`src/rtl/pipe_hazard_ctrl.sv`:
```
// pipe_hazard_ctrl: stateful hazard controller for an in-order MIPS pipeline.
// Generates PC write-enable and per-latch advance/flush vectors. It handles
// load-use bubbles, data-cache freezes, fetch-miss bubbles, taken-branch
// flushes and a sticky halt. It also keeps a saturating stall-cycle counter.
module pipe_hazard_ctrl #(
  parameter int NSTAGES  = 4,
  parameter int LU_DELAY = 1,
  parameter int REGW     = 5,
  parameter int CNTW     = 16
) (
  input  logic                CLK,
  input  logic                RST,
  input  logic                ihit,
  input  logic                dhit,
  input  logic                dmem_req,
  input  logic                idex_mem_read,
  input  logic [REGW-1:0]     idex_rd,
  input  logic [REGW-1:0]     ifid_rs,
  input  logic [REGW-1:0]     ifid_rt,
  input  logic                ifid_uses_rt,
  input  logic                branch_taken,
  input  logic                halt_in,
  input  logic [NSTAGES-1:0]  flush_req,
  output logic                pc_wen,
  output logic [NSTAGES-1:0]  latch_en,
  output logic [NSTAGES-1:0]  latch_flush,
  output logic                halted,
  output logic [CNTW-1:0]     stall_cycles
);

  typedef enum logic [1:0] {
    RUN    = 2'd0,
    LU     = 2'd1,
    HALTED = 2'd2
  } state_t;

  // Reload value for the bubble counter when entering LU; the first bubble is
  // spent in RUN, and the last one in LU with lu_cnt==0.
  localparam logic [2:0] LU_INIT = (LU_DELAY > 1) ? 3'(LU_DELAY - 2) : 3'd0;
  localparam logic [CNTW-1:0] CNT_MAX = {CNTW{1'b1}};

  state_t     state;
  logic [2:0] lu_cnt;
  logic       freeze;
  logic       lu_hit;

  assign freeze = dmem_req & ~dhit;

  // Register 0 is hard-wired to zero, so it can never carry a real dependence.
  assign lu_hit = (LU_DELAY > 0) && idex_mem_read && (idex_rd != '0) &&
                  ((idex_rd == ifid_rs) || (ifid_uses_rt && (idex_rd == ifid_rt)));

  // Combinational pipeline control, in priority order.
  always_comb begin
    // NOTE: every output gets a default before the if-chain, so no path leaves
    // a value unassigned and no latch is inferred.
    pc_wen      = 1'b1;
    latch_en    = '1;
    latch_flush = flush_req;
    if (RST) begin
      pc_wen      = 1'b0;
      latch_en    = '0;
      latch_flush = '1;
    end else if (state == HALTED || freeze) begin
      pc_wen      = 1'b0;
      latch_en    = '0;
      latch_flush = '0;
    end else if (branch_taken) begin
      latch_flush[0] = 1'b1;
      latch_flush[1] = 1'b1;
    end else if (state == LU || lu_hit) begin
      pc_wen         = 1'b0;
      latch_en[0]    = 1'b0;
      latch_flush[1] = 1'b1;
    end else if (!ihit) begin
      pc_wen         = 1'b0;
      latch_flush[0] = 1'b1;
    end
  end

  // Control state, halt flag and bubble counter.
  always_ff @(posedge CLK or posedge RST) begin
    // NOTE: sequential state uses non-blocking assignments so every register
    // samples the pre-edge values regardless of statement order.
    if (RST) begin
      state  <= RUN;
      lu_cnt <= 3'd0;
      halted <= 1'b0;
    end else if (state == HALTED || freeze) begin
      state  <= state;
    end else if (halt_in) begin
      state  <= HALTED;
      halted <= 1'b1;
    end else if (branch_taken) begin
      state  <= RUN;
      lu_cnt <= 3'd0;
    end else if (state == RUN) begin
      if (lu_hit && LU_DELAY > 1) begin
        state  <= LU;
        lu_cnt <= LU_INIT;
      end
    end else if (state == LU) begin
      if (lu_cnt == 3'd0) begin
        state <= RUN;
      end else begin
        lu_cnt <= lu_cnt - 3'd1;
      end
    end
  end

  // Saturating count of cycles in which the PC was held outside of halt.
  always_ff @(posedge CLK or posedge RST) begin
    if (RST) begin
      stall_cycles <= '0;
    end else if (!pc_wen && state != HALTED && stall_cycles != CNT_MAX) begin
      stall_cycles <= stall_cycles + 1'b1;
    end
  end

endmodule

```
`config.mk`:
```
export PLATFORM = sky130hd
export DESIGN_NAME = pipe_hazard_ctrl
export DESIGN_NICKNAME = d
export VERILOG_FILES = /design/src/rtl/pipe_hazard_ctrl.sv
export SDC_FILE = /design/constraint.sdc
export NUM_CORES = 1
export LEC_CHECK = 0
export CORE_MARGIN = 8
export CORE_UTILIZATION = 40
export DETAILED_ROUTE_END_ITERATION = 6
export PLACE_DENSITY = 0.78
export SLEW_MARGIN = 20
export SYNTH_ARGS = -nofsm -noshare
export SYNTH_HDL_FRONTEND = slang
export SYNTH_SLANG_ARGS = --single-unit
```
`constraint.sdc`:
```
create_clock -name CLK -period 6.8 [get_ports CLK]
set_input_delay 1.36 -clock CLK [delete_from_list [all_inputs] [get_ports CLK]]
set_output_delay 1.36 -clock CLK [all_outputs]
set_load 0.1 [all_outputs]
```
======== Word level (Yosys, flattened, before mapping) ========
Cells that the tools add are included.
word-level totals
  flip-flop bits (word level) ............. 22
  output and inout bits ................... 26
  bits of input ports ..................... 28
cells by class
  add/subtract/negate cells ............... 2
  bitwise gates (word level) .............. 4
  reductions and logical operators ........ 18
  muxes and demuxes ....................... 26
  equality and inequality tests ........... 9
operators by type and width
  operator               count
  $add 16x1->16 const B  1
  $mux 2                 8
  $ne 16x16->1 const B   1
  $mux 3                 5
  $mux 1                 11
  $eq 5x5->1             2
  $mux 4                 2
  $ne 2x2->1 const B     3
  $reduce_bool 3->1      2
  $logic_and 1x1->1      5
  $reduce_and 5->1       1
  $reduce_bool 5->1      1
  $reduce_and 4->1       1
  $logic_not 3->1        1
  $logic_or 1x1->1       3
  $ne 3x3->1 const B     1
  $not 1->1              3
  $sub 3x1->3 const B    1
  $eq 2x1->1 const B     1
  $eq 2x2->1 const B     1
  $logic_not 2->1        1
  $reduce_and 2->1       1
  $reduce_bool 2->1      1
  $and 1x1->1            1
  $logic_not 1->1        1

======== Longest topological paths before layout ========
Gate-level depths: netlist (run 1).
  depth in word-level cells ............... 12
  mapped depth ............................ 9
  depth with buffers taken out ............ 7

======== Least setup slack after synthesis (run 1) ========
OpenSTA, ideal clock, no wires.
  path type ............................... input to output
  from .................................... input port RST
  to ...................................... output port latch_en[0]
  stages on the path ...................... 4
  slack ................................... 1.936 ns
  required time ........................... 5.440 ns
  data arrival time ....................... 3.504 ns
  cell sequence ........................... inv_1 -> nand2_1 -> inv_1 -> o21a_1
on the way
  longest elaborated chain between the ends .. 1
ends and longest elaborated chain
  element             line  source
  start: declaration  12    input logic RST,
  $mux 4              60    if (RST) begin
  end: declaration    25    output logic [NSTAGES-1:0] latch_en,
Every way passes these cells.

======== Final worst setup path (run 1) ========
  from .................................... input port idex_rd[1]
  to ...................................... output port latch_flush[0]
on the way
  longest elaborated chain between the ends .. 9
  elaborated cells between the ends (all ways) .. 12
  those cells by class .................... eq/ne: 2; mux: 4; reduce/logical: 6
ends and longest elaborated chain
  element              line  source
  start: declaration   17    input logic [REGW-1:0] idex_rd,
  $eq 5x5->1           51    ((idex_rd == ifid_rs) || (ifid_uses_rt && (idex_rd == ifid_rt)));
  $logic_and 1x1->1    51
  $logic_or 1x1->1     51
  $logic_and 1x1->1 *  50    assign lu_hit = (LU_DELAY > 0) && idex_mem_read && (idex_rd != '0) &&
  $logic_or 1x1->1 *   71    end else if (state == LU || lu_hit) begin
  $mux 1 *             71
  $mux 2 *             68    end else if (branch_taken) begin
  $mux 2 *             64    end else if (state == HALTED || freeze) begin
  $mux 4 *             60
  end: declaration     26    output logic [NSTAGES-1:0] latch_flush,
Every way passes the cells marked *; elsewhere a longest branch is shown, timed or not.

==> results of run 1 <==
where the power goes:
part,leakage (uW),internal [uW],switching [uW]
clock network,0.0000138,20.6,31.2
registers,0.000234,124,20.2
logic,0.000423,69.7,195
metal layers:
metal  part of all wire, %  vias to the layer above
met5                     0                        -
met3                   9.1                        7
li1                      -                      466
met1                    37                      465
met2                    52                       45
met4                   2.2                        0
worst max-delay path by stage:
stage / slack (ps) / endpoint / cells past startpoint
6_report: 1370 / latch_flush[0] / 8
5_1_grt: 1160 / latch_flush[0] / 9
4_1_cts: 1360 / latch_flush[0] / 8
3_5_place_dp: 1360 / latch_flush[0] / 8
3_3_place_gp: 1440 / latch_flush[0] / 8
2_1_floorplan: 1940 / latch_en[0] / 4
per-stage QoR:
stage / setup slack, ps / hold slack (ps)
after floorplan: 1940 / 452
after global placement: 1440 / 446
after detailed placement: 1360 / 457
after CTS: 1360 / 482
after global routing: 1160 / 498
final: 1370 / 485
layout make-up:
| type | count | area, um^2 | share of cell area (%) |
|---|---|---|---|
| clock buffer | 3 | 22.5 | 1.40 |
| inverter | 4 | 15.0 | 0.936 |
| multi-input combinational | 78 | 548 | 34.2 |
| sequential | 18 | 450 | 28.1 |
| tap | 30 | 37.5 | 2.34 |
| timing repair buffer | 53 | 531 | 33.1 |
logic make-up after synthesis:
family | share of synthesized area (%)
muxes | 1.07
DFF | 42.7
adders and majority gates | 1.19
xor gates and xnor gates | 20.8
and+or+nand+nor | 21.5
AOI/OAI and AO/OA | 7.47
buffers and inverters | 5.34
cell usage in the layout (no fill, tap or decap), drive strengths merged:
cell / instances
a21o: 2
inv: 4
nor2: 5
nor4: 1
ha: 1
or4: 2
nand3: 3
dfrtp: 18
xor2: 10
xnor2: 15
clkbuf: 3
o21a: 1
a21oi: 2
mux2: 1
nand2: 10
a32oi: 1
and3: 7
nor3: 1
a41o: 1
clkdlybuf4s50: 53
o21bai: 1
o21ai: 1
nand4: 9
o31ai: 2
and2: 2
sequential cells by signal, summed over array words and instances, names as in the netlist:
| name | flops |
|---|---|
| halted | 1 |
| state | 1 |
| stall_cycles | 16 |
critical path: cells and delay by family:
kind	cells	cell delay, ps
AOI/OAI and AO/OA	2	260
buffers and inverters	2	1610
and+or+nand+nor	4	850
==> results.toml, run 1 <==
[floorplan]
die_h_um = 67.4
die_w_um = 67.4
rows = 18
dieArea_um2 = 4540
core-area_um2 = 2500
initial_core_util_pct = 42.2
ios = 54

[hold_path]
min_delay_path_depth = 1
holdPathEnd = "halted"
min_path_type = "reg2reg"
hp-start = "halted"

[worst_setup_path]
ff2ff_path_depth = 6
startpoint_type = "input pin"
cp_cell_sequence = "clkdlybuf4s50_1 > or4_1 > o21ai_1 > nor2_1 > nor2_1 > o31ai_1 > nand2_1 > clkdlybuf4s50_1"
rrSetupSlack_ps = 4460
r2r-start = "stall_cycles[0]"
crit_start = "idex_rd[1]"
crit_path_end_kind = "output port"
cp_data_required_time_ps = 5440
max_stage_delay_ps = 1150
reg2reg_to = "stall_cycles[1]"
path_max_fanout = 3
critPathArrivalTime_ps = 4070
slowest_stage = "clkdlybuf4s50_1"
crit_type = "in2out"

[status]
status = "completed"

[global_route]
met1_usage_pct = 13.2
antenna_found_initial = 0
met2_usage_pct = 24.3
grt_pass1_vias = 1029
overflow = 0
grt_pass1_wl_um = 4640
use_met3_pct = 3.81
grt_usage_pct = 13.3
grt_max_degree = 24
grt.busiest_layer = "met2"

[timing]
rsz0062_at_grt = "false"
clock_skew_ps = 1.86
fin_crit_sh_pct = 79.9
fin_setup_tns_ps = 0
fmax_ghz = 0.184
period_needed_ps = 5430
worstMarginPinSlew_ps = 986
finalMaxSlewViolations = 0
setup_viol_count_final = 0
relSlewSlack_pct = 34.0
finalHoldViolations = 0

[synth]
synthesis.area_um2 = 1050
ys_types = 29
synth-seq-area-share_pct = 42.7
synth_fp_nets = 134
postSynthAreaPerCell_um2 = 10.0
synth-seq-cells = 18
yosysTopAreaCell = "dfrtp_1"
synth_top_area_share_pct = 42.7
netlist_instances = 105
synth.area.top_cells = "dfrtp_1, xnor2_1, xor2_1"
ys_warn_count = 0
synthArstFlopShare_pct = 100
synthFlopType = "dfrtp_1"
synth_edf_count = 0
synth_most_common_cell = "dfrtp_1"
yosys-top-cells-count = "dfrtp_1, xnor2_1, xor2_1, nand2_1, nand4_1"

[layout]
fin_util_pct = 64.2
final_nets = 187
final_area_um2 = 1600
drive_above_1_share_pct = 3.85
fillerInstances = 204
antenna_cells = 0
stdcell_count = 186
synthToLayoutAreaGrowth_pct = 52.1

[placed_design]
gp_congestion = 0.807
hpwl_um = 2410
port_buffers = 53
dp.cells = 183
placed_area_um2 = 1580

[route]
postRouteAntennaNets = 0
drtIter0Drc = 42
wirelength_um = 2890
drc = 0
wl_per_cell_um = 15.5
firstDrtPassIters = 4
vias_per_cell = 5.28
vias = 983

[clock_network]
clockRootBuffer = "clkbuf_4"
clk_latency_ps = 290
postCtsSetupBuffers = 0
cts.repair.resized = 0
cts.clk_slew.worst_paths_ps = 90
tritoncts = "yes"
htree_levels = 1
cts_num_sinks = 18
numCtsBuffers = 3
cts_buffer_depth = 2
cts_hold_buf = 0

[flow_run]
cap_violations = 0

[pwr]
p_total_uw = 461
ir_worst_vdd_v = 0.000270
total_leakage_power_uw = 0.000671
p_per_area_nw_per_um2 = 288
Note: power is estimated with default switching activity, not from simulation.
==> run 2: changes to the inputs <==
--- a/config.mk
+++ b/config.mk
@@ -6,9 +6,9 @@
 export NUM_CORES = 1
 export LEC_CHECK = 0
 export CORE_MARGIN = 8
-export CORE_UTILIZATION = 40
+export CORE_UTILIZATION = 39
 export DETAILED_ROUTE_END_ITERATION = 6
-export PLACE_DENSITY = 0.78
+export PLACE_DENSITY = 0.76
 export SLEW_MARGIN = 20
 export SYNTH_ARGS = -nofsm -noshare
 export SYNTH_HDL_FRONTEND = slang
==> constraint.sdc (replaced) <==
create_clock -name CLK -period 5.1 [get_ports CLK]
set_input_delay 1.02 -clock CLK [delete_from_list [all_inputs] [get_ports CLK]]
set_output_delay 1.02 -clock CLK [all_outputs]
set_load 0.1 [all_outputs]
==> run 2 against run 1 <==
First-iteration DRC count decreased by 21%; largest cell class unchanged; register-to-register slack got worse by 1700 ps; global-route usage is 1.9 points lower; highest routed layer unchanged; via count shrank 1.4%.
==> results.toml, run 2 (synthesis gave the netlist of run 1 again) <==
[timing]
fin_ws_ps = 1180
finalMaxSlewViolations = 0
setup_viol_count_final = 0
fin_crit_sh_pct = 76.9
rsz0062_at_grt = "false"
clock_skew_ps = 1.68
worstMarginPinSlew_ps = 993
finalHoldViolations = 0
period_needed_ps = 3920
fmax_ghz = 0.255
relSlewSlack_pct = 33.6
fin_setup_tns_ps = 0

[global_route]
grt_pass1_wl_um = 4160
use_met3_pct = 3.60
antenna_found_initial = 0
grt_pass1_vias = 934
grt.busiest_layer = "met2"
grt_max_degree = 23
met1_usage_pct = 12.6
met2_usage_pct = 20.0
grt_usage_pct = 11.4
overflow = 0

[route]
vias_per_cell = 5.13
vias = 969
firstDrtPassIters = 4
wl_per_cell_um = 13.9
wirelength_um = 2630
drtIter0Drc = 33
drc = 0
postRouteAntennaNets = 0

[clock_network]
numCtsBuffers = 3
htree_levels = 1
postCtsSetupBuffers = 0
cts.clk_slew.worst_paths_ps = 100
clk_latency_ps = 280
cts_num_sinks = 18
cts_hold_buf = 0
tritoncts = "yes"
cts.repair.resized = 0
cts_buffer_depth = 2
clockRootBuffer = "clkbuf_4"

[layout]
final_common_cell = "clkdlybuf4s50_1"
drive_above_1_share_pct = 10.8
antenna_cells = 0
largest_reg_flops = 16
regMostFlops = "stall_cycles"
final_cell_mix = "clkdlybuf4s50_1, dfrtp_1, xnor2_1"
reg.largest.list = "stall_cycles (16), halted (1), state (1)"
synthToLayoutAreaGrowth_pct = 52.1
final_nets = 188
fillerInstances = 240

[flow_run]
cap_violations = 0

[placed_design]
port_buffers = 53
hpwl_um = 2210
gp_congestion = 0.727
pre_cts_slack_ps = 1160

[floorplan]
dieArea_um2 = 4620
core-area_um2 = 2660
ios = 54
initial_core_util_pct = 39.6
rows = 19
die_w_um = 68.0
die_h_um = 68.0

[worst_setup_path]
cp_data_required_time_ps = 4080
path_max_fanout = 3
crit_path_end_kind = "output port"
crit_type = "in2out"
startpoint_type = "input pin"
critPathArrivalTime_ps = 2900

[hold_path]
min_path_type = "reg2reg"

[pwr]
p_per_area_nw_per_um2 = 391
ir_worst_vdd_v = 0.000379
total_leakage_power_uw = 0.000695

[status]
status = "completed"
==> run 2: final timing paths <==
kind	startpoint	endpoint	slack [ps]	cells after the start
hold / removal	halted	halted	480	1
setup / recovery	idex_rd[3]	latch_flush[0]	1180	9
max in group asynchronous	RST	stall_cycles[11]	3810	3
hold reg to reg	halted	halted	480	1
setup reg to reg	stall_cycles[3]	stall_cycles[1]	2770	6
min in group asynchronous	RST	stall_cycles[2]	1080	3
==> run 2: layout make-up <==
class	count	area, um^2	share of cell area [%]
Multi-Input combinational cell	78	548	34.2
Clock buffer	4	36.3	2.26
Sequential cell	18	450	28.1
Timing Repair Buffer	54	515	32.1
Tap cell	31	38.8	2.42
Inverter	4	15.0	0.936
==> run 2: per-stage QoR <==
step	total power [uW]	instance area (um^2)	util (%)	std cells	hold slack [ps]
after floorplan	452	1050	-	105	452
after global placement	541	1570	58.9	185	442
after detailed placement	546	1570	58.9	185	455
after CTS	632	1600	60.2	189	478
after global routing	654	1600	60.2	189	499
final	627	1600	60.2	189	476
==> run 2: routing by layer <==
metal | vias up | part of all wire, % | wire, um
li1 | 471 | - | -
met1 | 466 | 37 | 984
met2 | 30 | 53 | 1400
met3 | 2 | 8.3 | 218
met4 | 0 | 1.0 | 27
met5 | - | 0 | 0
==> run 2: power breakdown <==
part           switching (uW)  total, uW  internal [uW]
combinational             258        349           90.6
clock                    43.3       86.7           43.4
sequential               25.6        191            166
==> run 2: worst max-delay path: stages <==
cell and delay, ps:
clkdlybuf4s50_1 460, xor2_1 190, nor4_1 280, a32oi_1 160, nor2_1 200, nor2_1 60
o31ai_1 210, nand2_1 80, buf_4 240
==> run 3: changes to the inputs <==
--- a/config.mk
+++ b/config.mk
@@ -6,9 +6,9 @@
 export NUM_CORES = 1
 export LEC_CHECK = 0
 export CORE_MARGIN = 8
-export CORE_UTILIZATION = 39
+export CORE_UTILIZATION = 35
 export DETAILED_ROUTE_END_ITERATION = 6
-export PLACE_DENSITY = 0.76
+export PLACE_DENSITY = 0.72
 export SLEW_MARGIN = 20
 export SYNTH_ARGS = -nofsm -noshare
 export SYNTH_HDL_FRONTEND = slang
==> constraint.sdc (replaced) <==
create_clock -name CLK -period 3.2 [get_ports CLK]
set_input_delay 0.64 -clock CLK [delete_from_list [all_inputs] [get_ports CLK]]
set_output_delay 0.64 -clock CLK [all_outputs]
set_load 0.1 [all_outputs]
==> run 3 against run 2 <==
Cell count grew 1.6%; sequential power grew 60%; sequential share of layout area shrank 1.7 points; count of clock-buffer cells in the layout is the same; critical path depth is the same; clock power grew 63%; cell area grew 6.6%; wire length grew 8.1%; utilization shrank 2.4 points; worst hold slack gained 18 ps.
==> results.toml, run 3 (synthesis gave the netlist of run 1 again) <==
[status]
status = "completed"

[route]
wl_met1_um = 1140
firstDrtPassIters = 4
vias_per_cell = 5.14
met2_length_um = 1300
wirelength_um = 2840
vias = 987
drtIter0Drc = 49
wl_per_cell_um = 14.8
dr.max_layer_used = "met4"
drc = 0
postRouteAntennaNets = 0
met3_length_um = 363

[global_route]
grt_pass1_wl_um = 4820
overflow = 0
grt_max_degree = 23
grt_usage_pct = 11.7
antenna_found_initial = 0
grt_pass1_vias = 1051

[worst_setup_path]
path_max_fanout = 3
startpoint_type = "input pin"
crit_path_end_kind = "output port"
cp_data_required_time_ps = 2560
crit_type = "in2out"
critPathArrivalTime_ps = 2440
rrSetupSlack_ps = 880

[floorplan]
die_w_um = 70.9
initial_core_util_pct = 35.7
dieArea_um2 = 5030
rows = 20
core-area_um2 = 2950
die_h_um = 70.9
ios = 54

[timing]
relSlewSlack_pct = 80.6
worstMarginPinSlew_ps = 290
clock_skew_ps = 6.12
fin_setup_tns_ps = 0
fmax_ghz = 0.325
fin_crit_sh_pct = 96.2
finalMaxSlewViolations = 0
period_needed_ps = 3080
whs_ps = 494
rsz0062_at_grt = "false"
finalHoldViolations = 0
setup_viol_count_final = 0

[layout]
final_nets = 189
drive_above_1_share_pct = 25.2
final_cell_mix = "clkdlybuf4s50_1, buf_4, dfrtp_1"
synthToLayoutAreaGrowth_pct = 62.0
final_common_cell = "clkdlybuf4s50_1"
regMostFlops = "stall_cycles"
reg.largest.list = "stall_cycles (16), halted (1), state (1)"
antenna_cells = 0
largest_reg_flops = 16

[clock_network]
htree_levels = 1
cts_buffer_depth = 2
postCtsSetupBuffers = 0
cts.clk_slew.worst_paths_ps = 110
cts_num_sinks = 18
cts_hold_buf = 0
clk_latency_ps = 300
numCtsBuffers = 3
tritoncts = "yes"
clockRootBuffer = "clkbuf_4"

[pwr]
p_sw_uw = 531
sw_frac_of_total_pct = 52.1
p_per_area_nw_per_um2 = 596
ir_worst_vdd_v = 0.000351
p_seq_share_pct = 30.0
comb_power_share_pct = 56.1
total_leakage_power_uw = 0.000787
power.share.clock_pct = 13.8
p_int_uw = 489

[placed_design]
hpwl_um = 2330
port_buffers = 53
gp_congestion = 0.762

[flow_run]
cap_violations = 0

[hold_path]
min_path_type = "reg2reg"
-- run 3: what timing repair did --
action                                  4_1_cts  5_1_grt
endpoints found under the setup margin        0        4
gates resized for setup                       0        5
endpoints found under the hold margin         0        0
-- run 3: worst paths after layout --
check	from	to	cells past startpoint
setup reg to reg	stall_cycles[3]	stall_cycles[1]	6
hold / removal	halted	halted	1
setup / recovery	idex_rd[4]	latch_flush[0]	9
hold reg to reg	halted	halted	1
min in group asynchronous	RST	halted	3
max in group asynchronous	RST	stall_cycles[8]	3
-- run 3: area by class of cell --
| type | count | area [um^2] |
|---|---|---|
| Fill cell | 264 | 1240 |
| Inverter | 4 | 15.0 |
| Clock buffer | 4 | 36.3 |
| Sequential cell | 18 | 450 |
| Timing Repair Buffer | 55 | 598 |
| Multi-Input combinational cell | 78 | 568 |
| Tap cell | 33 | 41.3 |
-- run 3: metal layers --
metal	track usage, %	up-vias
met2	18.4	51
met5	0	-
met1	12.4	455
li1	-	476
met4	4.16	0
met3	7.49	5
-- run 3: per-stage QoR --
stage               cell area, um^2  util [%]  power, uW  instances  setup WS, ps
finish                         1710      57.9       1020        192           121
global route                   1710      57.9       1070        192         0.111
CTS                            1690      57.2       1030        192          26.2
detailed placement             1650      55.9        886        188          37.4
global placement               1650      55.9        880        188          78.6
floorplan                      1060         -        721        105         -19.8
-- run 3: worst max-delay path, stage by stage --
cell and delay [ps]:
clkdlybuf4s50_1 470, xor2_1 200, nor4_2 250, a32oi_2 170
nor2_2 160, nor2_1 50, o31ai_1 180, nand2_1 120
buf_12 190
-- run 3: power by group through the flow --
stage	sequential (uW)	clock, uW	combinational, uW
after detailed placement	312	0	574
final	306	141	572
after global placement	308	0	571
after CTS	307	144	575
after global routing	316	157	593
after floorplan	557	0	164
